File: src/rtl/seq_array_divider.sv
// Sequential restoring divider: one quotient bit per clock, unsigned operands.
// A zero divisor skips the iterations and reports an all-ones quotient with a flag.
module seq_array_divider #(
    parameter int DIVIDEND_W = 8,
    parameter int DIVISOR_W  = 4,
    parameter int CNT_W      = 4
) (
    input  logic                  clk,
    input  logic                  rst,
    input  logic                  start,
    input  logic [DIVIDEND_W-1:0] dividend,
    input  logic [DIVISOR_W-1:0]  divisor,
    output logic                  busy,
    output logic                  done,
    output logic [DIVIDEND_W-1:0] quotient,
    output logic [DIVISOR_W-1:0]  remainder,
    output logic                  div_by_zero
);

    typedef enum logic [1:0] {
        IDLE = 2'd0,
        RUN  = 2'd1,
        DONE = 2'd2
    } state_t;

    state_t                  state_reg;
    state_t                  state_next;
    logic [DIVIDEND_W-1:0]   q_reg;
    logic [DIVISOR_W-1:0]    d_reg;
    logic [DIVISOR_W:0]      r_reg;
    logic [CNT_W-1:0]        cnt_reg;
    logic                    dz_pend_reg;
    logic [DIVIDEND_W-1:0]   quotient_reg;
    logic [DIVISOR_W-1:0]    remainder_reg;
    logic                    div_by_zero_reg;

    logic [DIVISOR_W:0]      trial;
    logic                    fits;
    logic [DIVISOR_W:0]      r_step;
    logic [DIVIDEND_W-1:0]   q_step;
    logic                    last_step;

    // One restoring step: bring down the next dividend bit, subtract if it fits.
    assign trial     = {r_reg[DIVISOR_W-1:0], q_reg[DIVIDEND_W-1]};
    assign fits      = (trial >= {1'b0, d_reg});
    assign r_step    = fits ? (trial - {1'b0, d_reg}) : trial;
    assign q_step    = {q_reg[DIVIDEND_W-2:0], fits};
    assign last_step = (cnt_reg == CNT_W'(1));

    always_ff @(posedge clk or posedge rst) begin
        if (rst) begin
            state_reg <= IDLE;
        end else begin
            state_reg <= state_next;
        end
    end

    always_comb begin
        state_next = state_reg;
        busy       = 1'b0;
        done       = 1'b0;
        case (state_reg)
            IDLE: begin
                if (start) begin
                    state_next = RUN;
                end
            end
            RUN: begin
                busy = 1'b1;
                if (last_step) begin
                    state_next = DONE;
                end
            end
            DONE: begin
                busy       = 1'b1;
                done       = 1'b1;
                state_next = IDLE;
            end
            default: begin
                state_next = IDLE;
            end
        endcase
    end

    // A zero divisor still spends one RUN cycle so its done lands two cycles after start.
    always_ff @(posedge clk or posedge rst) begin
        if (rst) begin
            q_reg           <= '0;
            d_reg           <= '0;
            r_reg           <= '0;
            cnt_reg         <= '0;
            dz_pend_reg     <= 1'b0;
            quotient_reg    <= '0;
            remainder_reg   <= '0;
            div_by_zero_reg <= 1'b0;
        end else begin
            case (state_reg)
                IDLE: begin
                    if (start) begin
                        q_reg <= dividend;
                        d_reg <= divisor;
                        r_reg <= '0;
                        if (divisor == '0) begin
                            cnt_reg     <= CNT_W'(1);
                            dz_pend_reg <= 1'b1;
                        end else begin
                            cnt_reg     <= CNT_W'(DIVIDEND_W);
                            dz_pend_reg <= 1'b0;
                        end
                    end
                end
                RUN: begin
                    q_reg   <= q_step;
                    r_reg   <= r_step;
                    cnt_reg <= cnt_reg - CNT_W'(1);
                    if (last_step) begin
                        if (dz_pend_reg) begin
                            quotient_reg    <= '1;
                            remainder_reg   <= '0;
                            div_by_zero_reg <= 1'b1;
                        end else begin
                            quotient_reg    <= q_step;
                            remainder_reg   <= r_step[DIVISOR_W-1:0];
                            div_by_zero_reg <= 1'b0;
                        end
                    end
                end
                default: begin
                end
            endcase
        end
    end

    assign quotient    = quotient_reg;
    assign remainder   = remainder_reg;
    assign div_by_zero = div_by_zero_reg;

endmodule
File: config.mk
export PLATFORM = sky130hd
export DESIGN_NAME = seq_array_divider
export DESIGN_NICKNAME = d
export VERILOG_FILES = /design/src/rtl/seq_array_divider.sv
export SDC_FILE = /design/constraint.sdc
export NUM_CORES = 1
export LEC_CHECK = 0
export CORE_AREA = 2 2 72 87
export DETAILED_ROUTE_END_ITERATION = 10
export DIE_AREA = 0 0 74 89
export GPL_TIMING_DRIVEN = 0
export SLEW_MARGIN = 15
export SYNTH_ARGS = -nofsm -noshare
export SYNTH_HDL_FRONTEND = slang
export SYNTH_SLANG_ARGS = --single-unit
export TNS_END_PERCENT = 50
File: constraint.sdc
create_clock -name clk -period 2 [get_ports clk]
set_clock_uncertainty 0.15 [all_clocks]
set_input_delay 0.4 -clock clk [delete_from_list [all_inputs] [get_ports clk]]
set_output_delay 0.4 -clock clk [all_outputs]
set_load 0.02 [all_outputs]
==> results.cfg <==
[global_routing]
gr-usage-all-layers = 0.149
grt_pass1_vias = 1565
grt_max_degree = 24
antenna_found_initial = 0
grtUsageMet3 = 0.0372
use_met2 = 0.248
top_usage_layer = met2
grt-ovfl-total = 0
grt.met1_usage = 0.183
grt_pass1_wl_mm = 7.48

[sta]
tightestPinTransition_ns = 0.450
fin_crit_sh = 0.974
slew-limit-headroom = 0.700
min_period_ns = 1.95
rsz0062_at_grt = yes
slew_viol_final = 0
setup_slack_ns = 0.0524
fmax_mhz = 513
setup_violations = 0
hold_violations = 0

[synth]
ys_seq_elements = 36
synth_area_um2 = 1950
synthCells = 196
ys_seq_area_frac = 0.462
synth.distinct_cells = 48
yosysWarningCount = 0
syn_nets = 221
synth.avg_cell_area_um2 = 9.96

[floorplan]
die_h_um = 89
die_width_um = 74
fp-row-count = 30
num_io_pins = 30
core_um2 = 5670
initial_core_util = 0.344
die_area_um2 = 6590

[worst_setup_path]
rr_startpoint = r_reg[0]
path_cells = ha_1, nor2b_4, o311ai_4, nand2_1, o221a_1
worst_ep_arrival_time_ns = 1.98
criticalPathCategory = register to register
slowest_delay_ns = 0.45
cp_max_fo = 5
ff2ff_setup_slack_ns = 0.05
reg2reg_depth = 5
crit_start = r_reg[0]
critPathRequiredTime_ns = 2.03
end_kind = register
slowest_stage = dfrtp_2
worstSetupStartpointType = register
r2r_end = q_reg[0]

[power]
power_density_nw_per_um2 = 1710
p_leak_nw = 1.06
ir_drop_mv = 0.506

[place]
dp_slack_ns = -0.0112
portBuffers = 29
dp_hpwl_mm = 3.28
placed_area_um2 = 2370
place_congestion = 0.799

[clock_network]
cts_sinks = 36
clockRootBuffer = clkbuf_8
clock_path_buffers = 2
clkTransAtPathRegs_ns = 0.08
post_cts_buffers = 0
cts_made_buffers = 5
htree_levels = 2
cts_tree = done
clk-insertion-delay-late_ns = 0.29

[cells_and_area]
final_common_cell = dfrtp_1
nNetsFinal = 258
final_area_um2 = 2480
drive_above_1_share = 0.154
layout_common_cells = dfrtp_1 (35), nand2_1 (29), clkdlybuf4s50_1 (27)
n_antenna_cell = 0
synthToLayoutAreaGrowth_pct = 27.1

[flow_run]
cap_viol_max_count = 0

[detailed_routing]
ant_nets = 0
first_iter_violations = 118
drt_pre_antenna_iters = 4
wl_per_cell_um = 13.9
vias_per_cell = 4.92
routed_wl_mm = 4.35
drc = 0
vias = 1545

[worst_hold_path]
min_path_type = input pin to async pin

[run_status]
status = finished clean
-- layer usage --
layer	routed length, um	share of wire
met5	0	0
met2	2190	0.50
met4	95	0.022
met3	137	0.031
met1	1930	0.44
-- worst max-delay path by stage --
stage	to	slack, ns	cells past startpoint
after floorplan	remainder[0]	0.26	5
after global placement	q_reg[3]	-0.21	2
after detailed placement	cnt_reg[3]	-0.01	5
after CTS	q_reg[0]	0.07	5
after global routing	r_reg[2]	-0.03	5
final	q_reg[0]	0.05	5
-- synthesized netlist by cell type, drive strengths merged --
library cell  instances  area [um2]
a21o                  1        7.51
nand4bb               1        11.3
xor2                  1        8.76
or4                   1        11.3
ha                    9         113
o31ai                 4        30.0
mux2                  8        90.1
o31a                  1        8.76
nor3                  2        15.0
nor2b                 1        13.8
o221a                 1        11.3
nor2                 15        63.8
nand3                 1        5.00
clkbuf                4        15.0
o22ai                 9        56.3
o21ai                16        87.6
o211ai                3        22.5
nand2b                3        21.3
o22a                  2        17.5
a211oi                1        7.51
a31oi                 1        6.26
mux2i                 2        20.0
a32o                  2        20.0
or3                   1        6.26
nor3b                 2        20.0
nand2                29         109
fa                    1        20.0
a21oi                11        55.1
and2                  2        15.0
nand3b                2        15.0
dfrtp                36         901
o311ai                2        35.0
inv                  11        41.3
nand4                 2        12.5
o311a                 1        11.3
or2                   2        15.0
a221o                 1        10.0
buf                   4        22.5
-- cells by family after synthesis --
kind of cell	share of synthesized area
AND/OR/NAND/NOR	0.171
AO/OA/AOI/OAI	0.198
multiplexers	0.0564
adder cells (fa/ha/maj)	0.0680
flip-flops	0.462
XOR/XNOR	0.00449
buffers and inverters	0.0404
-- what timing repair did --
action                                  4_1_cts  5_1_grt
pin swaps                                     0        3
hold buffers                                  0        0
gates resized for setup                       2        4
endpoints found under the hold margin         0        0
endpoints found under the setup margin        2        4
-- layout make-up --
| class | count | area, um2 |
|---|---|---|
| clock inverter | 2 | 10.0 |
| tap | 80 | 100 |
| timing repair buffer | 30 | 315 |
| sequential | 36 | 902 |
| buffer | 8 | 37.5 |
| clock buffer | 6 | 82.6 |
| multi-input combinational | 141 | 991 |
| inverter | 11 | 41.3 |
| fill | 559 | 3190 |
-- per-stage QoR --
| stage | std cells | hold slack [ns] | total power, mW | util | setup TNS (ns) |
|---|---|---|---|---|---|
| floorplan | 196 | 0.299 | 2.98 | - | 0 |
| global route | 314 | 0.287 | 4.62 | 0.438 | -0.0350 |
| detailed placement | 306 | 0.317 | 3.66 | 0.418 | -0.0112 |
| CTS | 314 | 0.248 | 4.20 | 0.434 | 0 |
| global placement | 305 | 0.311 | 3.62 | 0.413 | -7.58 |
| finish | 314 | 0.240 | 4.23 | 0.438 | 0 |
-- critical path, delay by kind of cell (launching register included) --
family                     cells  cell delay [ns]
AOI/OAI and AO/OA              2             0.54
adders and majority gates      1             0.32
DFF                            1             0.45
and+or+nand+nor                2             0.36
-- power by group --
| group | total, mW | internal (mW) | switching, mW |
|---|---|---|---|
| sequential | 1.29 | 1.05 | 0.238 |
| clock | 0.541 | 0.275 | 0.266 |
| combinational | 2.40 | 1.09 | 1.31 |
| total | 4.23 | 2.42 | 1.81 |
(Power assumes the default switching activity.)
